File: config.mk
export PLATFORM = sky130hd
export DESIGN_NAME = sisc_ctrl_seq
export DESIGN_NICKNAME = d
export VERILOG_FILES = /design/src/rtl/sisc_pkg.sv /design/src/rtl/sisc_ir_decode.sv /design/src/rtl/sisc_ctrl_seq.sv
export SDC_FILE = /design/constraint.sdc
export NUM_CORES = 1
export LEC_CHECK = 0
export BUFFER_PORTS_ARGS = -buffer_cell sky130_fd_sc_hd__buf_4
export CAP_MARGIN = 20
export CORE_ASPECT_RATIO = 0.6
export CORE_MARGIN = 5
export CORE_UTILIZATION = 45
export CTS_CLUSTER_DIAMETER = 120
export CTS_CLUSTER_SIZE = 24
export DETAILED_ROUTE_END_ITERATION = 7
export HOLD_SLACK_MARGIN = 0.03
export PLACE_DENSITY = 0.78
export SYNTH_ARGS = -nofsm -noshare
export SYNTH_HDL_FRONTEND = slang
export SYNTH_HIERARCHICAL = 1
export SYNTH_SLANG_ARGS = --single-unit
File: constraint.sdc
create_clock -name clk -period 1.4 [get_ports clk]
set_input_delay 0.28 -clock clk [delete_from_list [all_inputs] [get_ports clk]]
set_output_delay 0.28 -clock clk [all_outputs]
set_load 0.01 [all_outputs]
File: src/rtl/sisc_pkg.sv
// Shared definitions for the SISC control sequencer: opcodes, state
// encodings, ALU function codes and instruction field positions.
package sisc_pkg;

  // Opcodes (ir[31:28])
  localparam logic [3:0] OP_NOP = 4'h0;
  localparam logic [3:0] OP_ALU = 4'h8;
  localparam logic [3:0] OP_HLT = 4'hF;

  // Sequencer states; encoding 6 is unused and recovers to START
  typedef enum logic [2:0] {
    ST_START     = 3'd0,
    ST_FETCH     = 3'd1,
    ST_DECODE    = 3'd2,
    ST_EXECUTE   = 3'd3,
    ST_MEM       = 3'd4,
    ST_WRITEBACK = 3'd5,
    ST_HALT      = 3'd7
  } state_t;

  // ALU function codes
  localparam logic [3:0] ALU_ADD = 4'h1;
  localparam logic [3:0] ALU_SUB = 4'h2;
  localparam logic [3:0] ALU_NOT = 4'h4;
  localparam logic [3:0] ALU_OR  = 4'h5;
  localparam logic [3:0] ALU_AND = 4'h6;
  localparam logic [3:0] ALU_XOR = 4'h7;
  localparam logic [3:0] ALU_ROR = 4'h8;
  localparam logic [3:0] ALU_ROL = 4'h9;
  localparam logic [3:0] ALU_SHR = 4'hA;
  localparam logic [3:0] ALU_SHL = 4'hB;

  // Field LSB positions within the instruction word
  localparam int OP_LSB  = 28;
  localparam int MM_LSB  = 24;
  localparam int RS_LSB  = 20;
  localparam int RT_LSB  = 16;
  localparam int RD_LSB  = 12;
  localparam int FN_LSB  = 0;
  localparam int IMM_LSB = 0;

endpackage

File: src/rtl/sisc_ir_decode.sv
// Combinational opcode classifier. Turns the captured op/mm/fn fields into
// the class flags the sequencer needs plus the ALU function to drive.
module sisc_ir_decode
  import sisc_pkg::*;
(
  input  logic [3:0] op,
  input  logic [3:0] mm,
  input  logic [3:0] fn,
  output logic       is_alu,
  output logic       is_imm,
  output logic       is_halt,
  output logic       is_illegal,
  output logic [3:0] alu_fn
);

  // Only mm[3] selects behaviour; the remaining mode bits are reserved
  logic unused_mm;
  assign unused_mm = ^mm[2:0];

  // Classify the opcode; anything not NOP/ALU/HALT is undefined
  always_comb begin
    is_alu     = (op == OP_ALU);
    is_imm     = (op == OP_ALU) && mm[3];
    is_halt    = (op == OP_HLT);
    is_illegal = !((op == OP_NOP) || (op == OP_ALU) || (op == OP_HLT));
    alu_fn     = is_imm ? ALU_ADD : fn;
  end

endmodule

File: src/rtl/sisc_ctrl_seq.sv
// SISC multi-cycle control sequencer. Captures one instruction per 5-cycle
// FETCH..WRITEBACK pass and drives the datapath strobes as Moore outputs
// of the current state and the captured instruction. HALT is absorbing.
module sisc_ctrl_seq
  import sisc_pkg::*;
#(
  parameter int IR_W         = 32,
  parameter int OP_HI        = 31,
  parameter int START_CYCLES = 1
) (
  input  logic            clk,
  input  logic            rst_f,
  input  logic [IR_W-1:0] ir,
  output logic            ir_load,
  output logic            pc_inc,
  output logic            rf_we,
  output logic            rd_sel,
  output logic            alu_src,
  output logic [3:0]      alu_op,
  output logic            stat_en,
  output logic            halted,
  output logic            illegal,
  output logic [2:0]      state
);

  state_t          cur_state;
  state_t          nxt_state;
  logic [IR_W-1:0] ir_q;
  logic            illegal_q;
  logic [1:0]      start_cnt;
  logic            start_done;

  logic [3:0] op;
  logic [3:0] mm;
  logic [3:0] fn;
  logic       is_alu;
  logic       is_imm;
  logic       is_halt;
  logic       is_illegal;
  logic [3:0] alu_fn;

  // Register fields rs/rt/rd/imm feed the datapath directly, not the sequencer
  logic unused_ir;
  assign unused_ir = ^ir_q;

  assign op         = ir_q[OP_HI -: 4];
  assign mm         = ir_q[OP_HI-4 -: 4];
  assign fn         = ir_q[FN_LSB +: 4];
  assign start_done = (start_cnt == 2'(START_CYCLES - 1));
  assign state      = cur_state;

  sisc_ir_decode u_decode (
    .op         (op),
    .mm         (mm),
    .fn         (fn),
    .is_alu     (is_alu),
    .is_imm     (is_imm),
    .is_halt    (is_halt),
    .is_illegal (is_illegal),
    .alu_fn     (alu_fn)
  );

  // State, instruction capture, sticky illegal flag and start-delay counter
  always_ff @(posedge clk) begin
    if (rst_f) begin
      cur_state <= ST_START;
      ir_q      <= '0;
      illegal_q <= 1'b0;
      start_cnt <= 2'd0;
    end else begin
      cur_state <= nxt_state;
      if (cur_state == ST_FETCH) ir_q <= ir;
      if ((cur_state == ST_DECODE) && is_illegal) illegal_q <= 1'b1;
      if ((cur_state == ST_START) && !start_done) start_cnt <= start_cnt + 2'd1;
    end
  end

  // Next-state and Moore strobe decode
  always_comb begin
    nxt_state = cur_state;
    ir_load   = 1'b0;
    pc_inc    = 1'b0;
    rf_we     = 1'b0;
    rd_sel    = 1'b0;
    alu_src   = 1'b0;
    alu_op    = 4'h0;
    stat_en   = 1'b0;
    halted    = 1'b0;
    // Flag shows in DECODE itself, then the registered copy holds it
    illegal   = illegal_q | ((cur_state == ST_DECODE) && is_illegal);
    case (cur_state)
      ST_START: begin
        if (start_done) nxt_state = ST_FETCH;
      end
      ST_FETCH: begin
        ir_load   = 1'b1;
        nxt_state = ST_DECODE;
      end
      ST_DECODE: begin
        nxt_state = is_halt ? ST_HALT : ST_EXECUTE;
      end
      ST_EXECUTE: begin
        if (is_alu) begin
          alu_src = is_imm;
          alu_op  = alu_fn;
          stat_en = 1'b1;
        end
        nxt_state = ST_MEM;
      end
      ST_MEM: begin
        nxt_state = ST_WRITEBACK;
      end
      ST_WRITEBACK: begin
        pc_inc = 1'b1;
        if (is_alu) begin
          rf_we   = 1'b1;
          rd_sel  = is_imm;
          alu_src = is_imm;
          alu_op  = alu_fn;
        end
        nxt_state = ST_FETCH;
      end
      ST_HALT: begin
        halted    = 1'b1;
        nxt_state = ST_HALT;
      end
      default: begin
        nxt_state = ST_START;
      end
    endcase
  end

endmodule
== After elaboration in Yosys (flattened, before gate mapping) ==
Index checks and enable logic that the tools add are counted.

* Div/mod/pow operators: 0
* Multipliers: 0
* Equality and inequality tests: 9
* Add/sub/neg operators: 1
* Reductions and logical operators: 11
* Magnitude comparators: 0
* Multiplexer cells: 15
* Bitwise logic cells: 1
* Shift-type cells: 0

{| class="wikitable"
|+ Operators with widths
! operator !! number
|-
| $pmux W3 S7 || 1
|-
| $mux W4 || 3
|-
| $eq A3 B3 Y1 const B || 3
|-
| $mux W1 || 9
|-
| $eq A4 B4 Y1 const B || 2
|-
| $eq A3 B2 Y1 const B || 2
|-
| $mux W3 || 2
|-
| $logic_not A4 Y1 || 1
|-
| $eq A3 B1 Y1 const B || 1
|-
| $logic_and A1 B1 Y1 || 3
|-
| $logic_not A3 Y1 || 1
|-
| $add A2 B1 Y2 const B || 1
|-
| $logic_not A1 Y1 || 2
|-
| $logic_not A2 Y1 || 1
|-
| $logic_or A1 B1 Y1 || 2
|-
| $ne A2 B2 Y1 const B || 1
|-
| $reduce_or A2 Y1 || 1
|-
| $or A1 B1 Y1 || 1
|}

* Memories kept: 0
* Bits in latches: 0
* Bits in registers: 38
* Memory bits (writable): 0
* Output and inout port bits: 15
* Word-level logic and storage cells: 41
* ROM bits: 0

== Logic depth before layout (Yosys ltp) ==
* Word-level depth: 6
* Mapped depth: 4
* Gate-level depth less buffers: 4

== Modules after synthesis ==
Netlist, hierarchy kept.

{| class="wikitable"
|+ Modules (own cells, without submodules)
! module !! cells an instance !! instances !! area an instance (um2)
|-
| sisc_ctrl_seq || 97 || 1 || 964.7
|-
| sisc_ir_decode || 9 || 1 || 80.1
|}

== Least setup slack after synthesis ==
Ideal clock, no wire load.

* Path kind: register to output
* Start: reg ir_q[28]
* End: out alu_op[0]
* Data arrival time: 1.199 ns
* Path slack: -0.079 ns
* Stages on the path, launching flop included: 4
* Data required time: 1.120 ns
* Cell sequence: dfxtp_1 > nor4b_4 > nand2_1 > nor3b_1

* Cells in the longest elaborated chain, start to end: 5

{| class="wikitable"
|+ RTL lines
! element !! line !! source
|-
| from (decl) || sisc_ctrl_seq.sv:28 || <nowiki>logic [IR_W-1:0] ir_q;</nowiki>
|-
| from (signal assigned) || sisc_ctrl_seq.sv:72 || <nowiki>if (cur_state == ST_FETCH) ir_q <= ir;</nowiki>
|-
| $eq A4 B4 Y1 * || sisc_ir_decode.sv:22 || <nowiki>is_alu = (op == OP_ALU);</nowiki>
|-
| via is_alu || sisc_ctrl_seq.sv:36 || <nowiki>logic is_alu;</nowiki>
|-
| $logic_and A1 B1 Y1 || sisc_ir_decode.sv:23 || <nowiki>is_imm = (op == OP_ALU) && mm[3];</nowiki>
|-
| $mux W4 || sisc_ir_decode.sv:26 || <nowiki>alu_fn = is_imm ? ALU_ADD : fn;</nowiki>
|-
| $mux W4 * || sisc_ctrl_seq.sv:103, sisc_ctrl_seq.sv:115 ||
|-
| $mux W4 * || n/a ||
|-
| to (decl) || sisc_ctrl_seq.sv:19 || <nowiki>output logic [3:0] alu_op,</nowiki>
|}

Mark *: on every way through the listed nets, which the timed path passes. The rest lies on a longest branch.

== Worst setup path after layout ==
* Start: reg ir_q[30]
* End: out alu_op[1]

* Cells in the longest elaborated chain, start to end: 5

{| class="wikitable"
|+ RTL lines
! element !! line !! source
|-
| $eq A4 B4 Y1 || sisc_ir_decode.sv:22 ||
|-
| via is_alu || sisc_ctrl_seq.sv:36 ||
|-
| $logic_and A1 B1 Y1 || sisc_ir_decode.sv:23 ||
|-
| $mux W4 || sisc_ir_decode.sv:26 ||
|-
| via alu_fn[1] || sisc_ctrl_seq.sv:40 || <nowiki>logic [3:0] alu_fn;</nowiki>
|-
| $mux W4 || sisc_ctrl_seq.sv:103, sisc_ctrl_seq.sv:115 ||
|-
| $mux W4 || n/a ||
|}

The timed path passes the listed nets, and every way through them passes these cells.

==> results list <==
* Final Non-Filler Cells: between 150 and 200
- Final antenna diode count: 0
- DRC: 0
- At the pin with the least slew margin, the transition time is around 0.44 ns.
* RSZ-0062 raised after global routing: yes
* Achievable Freq: around 540 MHz
- Die span in y: ~45 um
- GRT Resource Usage Total: 0.175
- Combinational share of power: 0.381
* Area of the die: 0.00307 mm2
- Endpoint kind of the worst setup timing path: output port
* Switching share of power: 0.313
- Of the total power, the clock network draws 0.198.
* Vias in the first global route: about 790
* Outcome: complete, but fails checks
* Post-CTS clock slew at the launch and capture registers of the worst setup and hold paths: around 0.090 ns
* Min-delay worst type: input pin to flip-flop
* Root Driver: sky130_fd_sc_hd__clkbuf_4
- STA classifies the critical path startpoint as a flip-flop.
* Site Rows: 12
- The startpoint identified for the worst hold timing path is ir[30].
- Fraction of layout instances using a drive strength above 1: 0.554
* Final period demand of the worst path: roughly 1.8 ns
- Summed over all failing endpoints, the final setup total negative slack is -4.01 ns.
* R2R depth: 4
* Mapped Cells: 94
- Post-Synthesis Net Count: 129
* Final setup violating endpoints: 11
- The number of max-slew violations in the final report is 0.
- DRC marker count from the first detailed-route iteration: 21
* Clock tree from TritonCTS: built
- The count of final hold-check violations came to 0.
* Startpoint of the lowest-slack register-to-register path: state[2]$_SDFFE_PP0N_
- Leaving out fill and tap cells, the most frequent cell in the layout is sky130_fd_sc_hd__buf_4.
- On the final layout, the worst hold slack is 0.249 ns.
* Data required time at the worst endpoint: ~1.1 ns
* Sw Pwr: approximately 400 uW
* Pin count of the biggest net entering global routing: 26
- Failing checks: setup timing
- Most common cell type on the critical path: sky130_fd_sc_hd__buf_6
- Critical path, cell by cell: nor4b_4 > buf_6 > buf_6 > a21boi_1 > nor3b_2 > buf_4
* Number of cells after detailed placement: 150
* Yosys synthesis warning count: 6
- Part of the power in registers: 0.421
* Antenna viol nets, final: 0
* Maximum buffer depth of the clock tree: 2
* Clock skew: 0.00314 ns
- Congestion Overflow GR: 0
- Dividing the detail-routed wire length by the instance count gives roughly 15 um.
- The endpoint identified for the worst register-to-register timing path is start_cnt[0]$_SDFFE_PP0P_.
* Critical-path top delay cell: sky130_fd_sc_hd__dfxtp_4
- Across the VDD grid, the largest voltage drop is around 0.54 mV.
- Number of nets in the finished design: between 150 and 200
- Clk Latency, worst-skew pair: 0.28 ns
- Highest-count cells in the layout ignoring fill and taps: sky130_fd_sc_hd__buf_4 (29), sky130_fd_sc_hd__nand2b_1 (22), sky130_fd_sc_hd__buf_6 (19), sky130_fd_sc_hd__mux2i_1 (10), sky130_fd_sc_hd__dfxtp_1 (9)
- H-tree depth: 1
- The mapped netlist covers approximately 920 um2.
- The worst hold path was traced through 3 stages.
- Initial cell density of the core: 0.485
* Hold path endpoint: ir_q[30]$_SDFFE_PP0N_
- Placeable core area: about 0.0019 mm2
* Post-synthesis to final-layout area growth: 60.3%
* Final WS setup: -0.447 ns
- Of the available clock period, the critical path in the final layout requires 1.32.
- Detailed-placement wirelength estimate: ~1700 um
- Vias: between 800 and 900
* Critical Setup Path Class: flip-flop to output port
* Sinks on Clock Net: 15
- The worst pin sits at a relative slew slack of 0.704.
* PortBufs: 25
* Critical Path Max Stage Delay: around 0.37 ns
- Max FO, Critical Path: 5
- For the worst setup path, the data arrival time is 1.57 ns.
* Detailed-router iteration count before antenna repair: 4
* Number of vias per cell after detailed routing: approximately 5.1
* Total power divided by cell area: approximately 860 mW/mm2
* Static Leakage: between 0.0006 and 0.0007 uW
- The number of antenna violations at the first check in global routing is 0.
- Number of buffers inserted for hold repair after clock tree synthesis: 0
- Global-route wire length before repair: slightly below 4000 um
* R2R Setup Slk: approximately 0.02 ns
- Total length of routed wires: approximately 2600 um
- Width of the die: between 60 and 70 um
- Routability Congestion: approximately 0.73
- A synthesized cell averages between 9 and 10 um2.
- Across the run, the number of max-cap violations was 0.
* I/O Pins: 49
* Number of clock buffers inserted by TritonCTS: 3
- Internal power comes to approximately 870 uW.
[flip-flops by register name (all words and copies together) (netlist names)]
name	count
ir_q	9
state	3
start_cnt	2
illegal_q	1
[how the worst max path moves through the flow]
stage                                      from  slack, ns  depth (start not counted)         to
after floorplan           ir_q[30]$_SDFFE_PP0N_      -0.06                          3  alu_op[0]
after global placement    ir_q[30]$_SDFFE_PP0N_      -0.22                          4  alu_op[3]
after detailed placement  ir_q[30]$_SDFFE_PP0N_      -0.30                          4  alu_op[1]
after CTS                 ir_q[29]$_SDFFE_PP0N_      -0.49                          4  alu_op[1]
after global routing      ir_q[30]$_SDFFE_PP0N_      -0.51                          5     rd_sel
final                     ir_q[30]$_SDFFE_PP0N_      -0.45                          6  alu_op[1]
[stage by stage]
stage               utilization  setup WS, ns  power (uW)  area (um2)
finish                    0.777        -0.447        1260        1470
global route              0.777        -0.509        1330        1470
CTS                       0.724        -0.493        1200        1370
detailed placement        0.618        -0.305         855        1170
global placement          0.618        -0.218         840        1170
floorplan                     -       -0.0644         735         921
[layout make-up]
cell class,count,area (um2)
inverters,4,17.5
fillers,134,422
repair buffers,48,432
multi-input cells,68,637
well taps,28,35.0
clock buffers,4,26.3
flip-flops and latches,15,323
[per-layer routing]
layer	GRT usage	vias to the layer above	wire, um
met5	0	-	0
met4	0.0356	0	14
met3	0.0597	2	142
met2	0.312	19	1350
met1	0.205	411	1060
li1	-	414	-
[critical path: cells and delay by family, from the launching register on]
kind,cells,cell delay (ns)
buffers and inverters,3,0.42
AO/OA/AOI/OAI,1,0.05
flip-flops,1,0.37
AND/OR/NAND/NOR,2,0.44
[power by group through the flow]
| stage | logic [uW] | clock network, uW | registers [uW] |
|---|---|---|---|
| CTS | 421 | 254 | 529 |
| detailed placement | 325 | 0 | 530 |
| floorplan | 221 | 0 | 514 |
| global route | 511 | 282 | 540 |
| finish | 482 | 250 | 532 |
| global placement | 315 | 0 | 525 |
[timing repair]
| action | CTS | global route |
|---|---|---|
| gates resized for setup | 35 | 16 |
| setup endpoints to repair | 13 | 22 |
| setup buffers | 8 | 6 |
| pin swaps | 10 | 7 |
| cloned | 0 | 0 |
Power figures use the tool's default switching activity.
